--- src/rtl/mfp_irq_ctrl_if.sv ---
// Bus bundle between the CPU-side logic and the MFP interrupt controller.
//   SRC_PULSE : 16 single-cycle event pulses (bit 15 highest priority)
//   ADDR/WE/DAT_I/DAT_O : register access port (DAT_O combinational)
//   IACK      : interrupt acknowledge pulse from the CPU
//   IRQ       : registered interrupt request
//   VEC_O/VEC_VALID : registered acknowledge vector and its one-cycle strobe
// master = CPU / event side, slave = interrupt controller.
interface mfp_irq_ctrl_if;
  logic [15:0] SRC_PULSE;
  logic [3:0]  ADDR;
  logic        WE;
  logic [7:0]  DAT_I;
  logic [7:0]  DAT_O;
  logic        IACK;
  logic        IRQ;
  logic [7:0]  VEC_O;
  logic        VEC_VALID;

  modport master (
    output SRC_PULSE, ADDR, WE, DAT_I, IACK,
    input  DAT_O, IRQ, VEC_O, VEC_VALID
  );

  modport slave (
    input  SRC_PULSE, ADDR, WE, DAT_I, IACK,
    output DAT_O, IRQ, VEC_O, VEC_VALID
  );
endinterface

--- src/rtl/mfp_irq_ctrl.sv ---
// MFP68901-style interrupt controller.
// Collects 16 event pulses into enable/pending/mask/in-service registers,
// raises a prioritized IRQ and answers IACK with an 8-bit vector.
// Ports:
//   CLK  : system clock, all state on posedge
//   RST  : synchronous active-high reset, clears every register and output
//   bus  : mfp_irq_ctrl_if.slave (events, register port, IACK, IRQ, vector)
// Register map (ADDR): 0 IERA, 1 IERB, 2 IPRA, 3 IPRB, 4 ISRA, 5 ISRB,
//   6 IMRA, 7 IMRB, 8 VR, others read 0.
module mfp_irq_ctrl #(
  parameter logic [7:0] SPURIOUS_VEC = 8'h18
) (
  input logic          CLK,
  input logic          RST,
  mfp_irq_ctrl_if.slave bus
);

  logic [15:0] ier, ipr, isr, imr;
  logic [7:0]  vr;
  logic [15:0] ier_n, ipr_n, isr_n, imr_n;
  logic [7:0]  vr_n;

  logic [15:0] eligible;
  logic [15:0] at_or_above;
  logic [15:0] win_onehot;
  logic [3:0]  win;
  logic        win_vld;
  logic        qualify;
  logic        ack;

  logic        irq_p1;
  logic [7:0]  vec_p1;
  logic        vld_p1;

  logic wr_iera, wr_ierb, wr_ipra, wr_iprb, wr_isra, wr_isrb;
  logic wr_imra, wr_imrb, wr_vr;

  assign wr_iera = bus.WE && (bus.ADDR == 4'd0);
  assign wr_ierb = bus.WE && (bus.ADDR == 4'd1);
  assign wr_ipra = bus.WE && (bus.ADDR == 4'd2);
  assign wr_iprb = bus.WE && (bus.ADDR == 4'd3);
  assign wr_isra = bus.WE && (bus.ADDR == 4'd4);
  assign wr_isrb = bus.WE && (bus.ADDR == 4'd5);
  assign wr_imra = bus.WE && (bus.ADDR == 4'd6);
  assign wr_imrb = bus.WE && (bus.ADDR == 4'd7);
  assign wr_vr   = bus.WE && (bus.ADDR == 4'd8);

  assign eligible = ipr & imr;

  // Ascending scan so the highest-numbered eligible channel is the last hit.
  always_comb begin
    win     = 4'd0;
    win_vld = 1'b0;
    for (int i = 0; i < 16; i++) begin
      if (eligible[i]) begin
        win     = i[3:0];
        win_vld = 1'b1;
      end
    end
  end

  // An in-service bit at or above the winner blocks it (nesting rule).
  assign at_or_above = 16'hFFFF << win;
  assign win_onehot  = 16'h0001 << win;
  assign qualify     = win_vld && ((isr & at_or_above) == 16'h0000);
  assign ack         = bus.IACK && qualify;

  always_comb begin
    ier_n = ier;
    imr_n = imr;
    vr_n  = vr;
    if (wr_iera) ier_n[15:8] = bus.DAT_I;
    if (wr_ierb) ier_n[7:0]  = bus.DAT_I;
    if (wr_imra) imr_n[15:8] = bus.DAT_I;
    if (wr_imrb) imr_n[7:0]  = bus.DAT_I;
    if (wr_vr)   vr_n        = bus.DAT_I;

    // Clears first, then gate by the new enables, then new events on top so
    // a same-cycle pulse always survives a write-clear or acknowledge.
    ipr_n = ipr;
    if (wr_ipra) ipr_n[15:8] = ipr_n[15:8] & bus.DAT_I;
    if (wr_iprb) ipr_n[7:0]  = ipr_n[7:0]  & bus.DAT_I;
    if (ack)     ipr_n       = ipr_n & ~win_onehot;
    ipr_n = (ipr_n & ier_n) | (bus.SRC_PULSE & ier_n);

    // Write-clear, then acknowledge set (set wins), then auto-EOI VR write
    // wipes everything.
    isr_n = isr;
    if (wr_isra)        isr_n[15:8] = isr_n[15:8] & bus.DAT_I;
    if (wr_isrb)        isr_n[7:0]  = isr_n[7:0]  & bus.DAT_I;
    if (ack && vr[3])   isr_n       = isr_n | win_onehot;
    if (wr_vr && !bus.DAT_I[3]) isr_n = 16'h0000;
  end

  // Register stage: controller state and acknowledge outputs
  always_ff @(posedge CLK) begin
    if (RST) begin
      ier    <= 16'h0000;
      ipr    <= 16'h0000;
      isr    <= 16'h0000;
      imr    <= 16'h0000;
      vr     <= 8'h00;
      irq_p1 <= 1'b0;
      vec_p1 <= 8'h00;
      vld_p1 <= 1'b0;
    end else begin
      ier    <= ier_n;
      ipr    <= ipr_n;
      isr    <= isr_n;
      imr    <= imr_n;
      vr     <= vr_n;
      irq_p1 <= qualify;
      vld_p1 <= bus.IACK;
      if (bus.IACK) begin
        vec_p1 <= qualify ? {vr[7:4], win} : SPURIOUS_VEC;
      end
    end
  end

  assign bus.IRQ       = irq_p1;
  assign bus.VEC_O     = vec_p1;
  assign bus.VEC_VALID = vld_p1;

  always_comb begin
    bus.DAT_O = 8'h00;
    case (bus.ADDR)
      4'd0:    bus.DAT_O = ier[15:8];
      4'd1:    bus.DAT_O = ier[7:0];
      4'd2:    bus.DAT_O = ipr[15:8];
      4'd3:    bus.DAT_O = ipr[7:0];
      4'd4:    bus.DAT_O = isr[15:8];
      4'd5:    bus.DAT_O = isr[7:0];
      4'd6:    bus.DAT_O = imr[15:8];
      4'd7:    bus.DAT_O = imr[7:0];
      4'd8:    bus.DAT_O = vr;
      default: bus.DAT_O = 8'h00;
    endcase
  end

endmodule

--- src/flat_wrapper.sv ---
// flat-port wrapper written by rule: the top's interface ports become plain ports
module mfp_irq_ctrl_flat 
#(
  parameter logic [7:0] SPURIOUS_VEC = 8'h18
)
  (CLK, RST, bus_SRC_PULSE, bus_ADDR, bus_WE, bus_DAT_I, bus_IACK, bus_DAT_O, bus_IRQ, bus_VEC_O, bus_VEC_VALID);
  mfp_irq_ctrl_if bus_i ();
  input logic CLK;
  input logic RST;
  input wire logic [$bits(bus_i.SRC_PULSE)-1:0] bus_SRC_PULSE;
  input wire logic [$bits(bus_i.ADDR)-1:0] bus_ADDR;
  input wire logic [$bits(bus_i.WE)-1:0] bus_WE;
  input wire logic [$bits(bus_i.DAT_I)-1:0] bus_DAT_I;
  input wire logic [$bits(bus_i.IACK)-1:0] bus_IACK;
  output wire logic [$bits(bus_i.DAT_O)-1:0] bus_DAT_O;
  output wire logic [$bits(bus_i.IRQ)-1:0] bus_IRQ;
  output wire logic [$bits(bus_i.VEC_O)-1:0] bus_VEC_O;
  output wire logic [$bits(bus_i.VEC_VALID)-1:0] bus_VEC_VALID;
  assign bus_i.SRC_PULSE = bus_SRC_PULSE;
  assign bus_i.ADDR = bus_ADDR;
  assign bus_i.WE = bus_WE;
  assign bus_i.DAT_I = bus_DAT_I;
  assign bus_i.IACK = bus_IACK;
  assign bus_DAT_O = bus_i.DAT_O;
  assign bus_IRQ = bus_i.IRQ;
  assign bus_VEC_O = bus_i.VEC_O;
  assign bus_VEC_VALID = bus_i.VEC_VALID;
  mfp_irq_ctrl #(.SPURIOUS_VEC(SPURIOUS_VEC)) u_core (.CLK(CLK), .RST(RST), .bus(bus_i));
endmodule
--- config.mk ---
export PLATFORM = sky130hd
export DESIGN_NAME = mfp_irq_ctrl_flat
export DESIGN_NICKNAME = d
export VERILOG_FILES = /design/src/rtl/mfp_irq_ctrl_if.sv /design/src/rtl/mfp_irq_ctrl.sv /design/src/flat_wrapper.sv
export SDC_FILE = /design/constraint.sdc
export NUM_CORES = 1
export LEC_CHECK = 0
export CAP_MARGIN = 0
export CORE_ASPECT_RATIO = 1.25
export CORE_MARGIN = 3
export CORE_UTILIZATION = 51
export CTS_CLUSTER_SIZE = 24
export DETAILED_ROUTE_END_ITERATION = 10
export PLACE_DENSITY_LB_ADDON = 0.12
export SLEW_MARGIN = 20
export SYNTH_ARGS = -nofsm -noshare
export SYNTH_HDL_FRONTEND = slang
export SYNTH_SLANG_ARGS = --single-unit
--- constraint.sdc ---
create_clock -name CLK -period 2.3 [get_ports CLK]
set_input_delay 0.23 -clock CLK [delete_from_list [all_inputs] [get_ports CLK]]
set_output_delay 0.23 -clock CLK [all_outputs]
set_load 0.05 [all_outputs]
==> metrics.md <==
| Metric | Value |
|---|---|
| Status | finished with violations |
| Failing checks | negative setup slack |
| Clock tree sinks | 82 |
| Detailed Route WL | ~19 mm |
| Final net count | a little under 700 |
| Clock transition at path regs | 0.09 ns |
| Max-Slew Margin vs Limit | 63.31% |
| Netlist Area Pre-Place | 4377 um2 |
| Most frequent cells in the layout | 110 x buf_4, 71 x dfxtp_1, 63 x nand2_1 |
| Layout cells sized above 1 | 38.98% |
| Root Driver | clkbuf_8 |
| DR iter-0 viols | between 400 and 500 |
| Netlist cell types | 66 |
| Period utilization | 108.2% |
| Syn_nets | around 540 |
| Synth-to-layout area growth | 56.18% |
| CP bufs+invs | 2 |
| RSZ-0062 raised after global routing | true |
| Placer Congestion | just over 1 |
| Pwr Density | 437.6 nW/um2 |
| CP Launch Type | flop |
| Via Count | 5,140 |
| Flops & latches, synth | just over 80 |
| IO Port Bufs | slightly below 50 |
| Die area | approximately 10000 um2 |
| Cts bufs inserted | 9 |
| EDFF count, synth | 0 |
| Slew Viols, Final | 0 |
| Gr ovfl total | 0 |
| Number of inserted diodes | 0 |
| Min Tclk post-route | between 2 and 2.5 ns |
| Clock Path Buffers | 2 |
| Setup_tns | -3.496 ns |
| All-Layer GR Usage | 38.15% |
| Placed Area | 5814 um2 |
| Seq/Total Area, Yosys | 37.51% |
| CP max-delay cell | o311a_1 |
| Gate Count Post-Synth | approximately 510 |
| Top_reg_cell synth | dfxtp_1 |
| Hold Vio Cnt, Final | 0 |
| Width of the chip | between 80 and 90 um |
| Setup CP Type | flop to flop |
| Pleak | between 2 and 3 nW |
| Core area | about 8300 um2 |
| CP endpoint kind | flop |
| CP cell instances | a22oi_2 -> and2_4 -> nand3_2 -> a31o_1 -> a211o_1 -> buf_6 -> o31ai_4 -> buf_6 -> nand4b_4 -> o311a_1 |
| DRC viols | 0 |
| Setup violators final | 39 |
| Initial antenna violation count | 1 |
| Skew final | 0.01144 ns |
| CTS tree | done |
| YS warnings | 0 |
| WP data required | between 2 and 3 ns |
| HP Class | input pin to flop |
| Vias in the first global route | about 5,000 |
| Ys async rst share | 0% |
| Fmax | approximately 400 MHz |
| Detail Route Antenna Nets | 0 |
| Initial Util | between 50 and 60% |
| Fillcell total | 502 |
| H-tree depth | 3 |
| DRT Pass-1 Iters | 5 |
| Final Cell Area | around 6800 um2 |
| Critical path's top delay family | compound AO/OA/AOI/OAI gates |
| Worst-Skew Late Latency | about 0.37 ns |
| Global-route wire length before repair | 27.30 mm |
| Slowest Stage Delay on Critical Path | around 0.35 ns |
| Max capacitance violation total | 0 |
| Worst setup margin | -0.1893 ns |
| CP most frequent cell | buf_6 |
| Chip height | 109.6 um |
| Most common cell after layout, fill and taps aside | buf_4 |
| Critical Path AT | ~2.7 ns |
| Worst slew pin tran | roughly 0.55 ns |
| Drt wl/cell | between 20 and 30 um |
| DP HPWL | 12.84 mm |
| Critical path fanouts, max | 8 |
| Maximum VDD drop | approximately 0.45 mV |
| Vias per inst | roughly 6.7 |
| Synthesized area per cell | ~8.6 um2 |
| Largest net degree at the start of global routing | 28 |
| Number of cell rows | 37 |
| Num ports | 50 |
==> synth_stat cells (all sizes together), types with 2 or more instances <==
| cell type | n | area share [%] |
|---|---|---|
| a2111oi | 2 | 0.40 |
| a21oi | 34 | 3.9 |
| a221o | 3 | 0.69 |
| a221oi | 4 | 0.94 |
| a22oi | 10 | 2.0 |
| a31o | 2 | 0.40 |
| a31oi | 4 | 0.91 |
| a32oi | 2 | 0.40 |
| and2 | 6 | 0.91 |
| and3 | 4 | 0.57 |
| buf | 6 | 0.71 |
| clkbuf | 26 | 2.3 |
| dfxtp | 82 | 38 |
| inv | 5 | 0.43 |
| mux2 | 2 | 0.51 |
| mux2i | 45 | 10 |
| nand2 | 66 | 5.7 |
| nand2b | 9 | 1.3 |
| nand3 | 13 | 1.9 |
| nor2 | 62 | 5.4 |
| nor2b | 4 | 0.57 |
| nor3 | 7 | 0.80 |
| o211ai | 14 | 2.4 |
| o21a | 13 | 2.2 |
| o21ai | 22 | 2.5 |
| o221a | 4 | 1.0 |
| o22ai | 7 | 1.0 |
| o311a | 4 | 0.91 |
| o31a | 2 | 0.40 |
| o31ai | 12 | 2.5 |
| o32ai | 8 | 1.6 |
| o41ai | 7 | 2.4 |
==> area by class of cell <==
cell class	count	area, um2	area share, %
multi-input combinational	390	3189	46.66
timing repair buffer	175	1637	23.94
sequential	82	1655	24.22
tap	97	121.4	1.776
clock buffer	9	123.9	1.812
clock inverter	6	90.09	1.318
inverter	5	18.77	0.2746
==> power breakdown <==
group | leakage (nW) | switching, mW | internal (mW) | total, mW
Clock | 0.106 | 0.582 | 0.612 | 1.19
Sequential | 0.668 | 0.0110 | 1.43 | 1.44
Combinational | 1.83 | 0.200 | 0.153 | 0.353
==> path summary, 6_finish.rpt <==
check	startpoint	endpoint	slack [ns]	depth (start not counted)
hold / removal	RST	u_core.bus.IRQ$_SDFF_PP0_	0.32	2
setup reg to reg	u_core.ipr[9]$_SDFF_PP0_	u_core.ipr[6]$_SDFF_PP0_	-0.19	10
setup / recovery	u_core.ipr[9]$_SDFF_PP0_	u_core.ipr[6]$_SDFF_PP0_	-0.19	10
hold reg to reg	u_core.vr[7]$_SDFFE_PP0P_	u_core.vr[7]$_SDFFE_PP0P_	0.48	2
==> sequential cells by signal (all words and copies together) (netlist names) <==
register / cells
u_core.ier: 16
u_core.imr: 16
u_core.ipr: 16
u_core.bus.VEC_O: 8
u_core.bus.VEC_VALID: 1
u_core.bus.IRQ: 1
u_core.vr: 8
u_core.isr: 16
==> cells by family after synthesis <==
| kind of cell | after synthesis | share of synthesized area [%] |
|---|---|---|
| AO/OA/AOI/OAI | 162 | 28.62 |
| buffers and inverters | 37 | 3.402 |
| AND/OR/NAND/NOR | 180 | 19.15 |
| multiplexers | 48 | 11.32 |
| flip-flops | 82 | 37.51 |
==> routing by layer <==
layer / GRT usage (%) / part of all wire (%) / vias to the layer above
li1: - / - / 2215
met1: 47.97 / 37 / 2474
met3: 7.721 / 9.0 / 103
met5: 0 / 0.073 / -
met2: 62.10 / 48 / 346
met4: 17.82 / 5.6 / 2
==> stage by stage <==
stage	setup WS [ns]	instances	utilization [%]	hold WS (ns)	total power [mW]
2_1_floorplan	0.07458	509	-	0.3538	1.620
3_3_place_gp	-0.2640	734	70.16	0.4444	1.778
3_5_place_dp	-0.3609	734	70.16	0.4618	1.783
4_1_cts	-0.06834	758	77.17	0.2915	2.964
5_1_grt	-0.2507	764	82.49	0.3207	3.050
6_report	-0.1893	764	82.49	0.3200	2.991
==> what timing repair did <==
item,CTS,global route
buffers inserted,7,6
endpoints found under the setup margin,48,46
hold buffers,0,0
cloned,2,1
pin swaps,22,36
resized for setup,64,70
No activity file was read; power rests on OpenSTA's default activity.
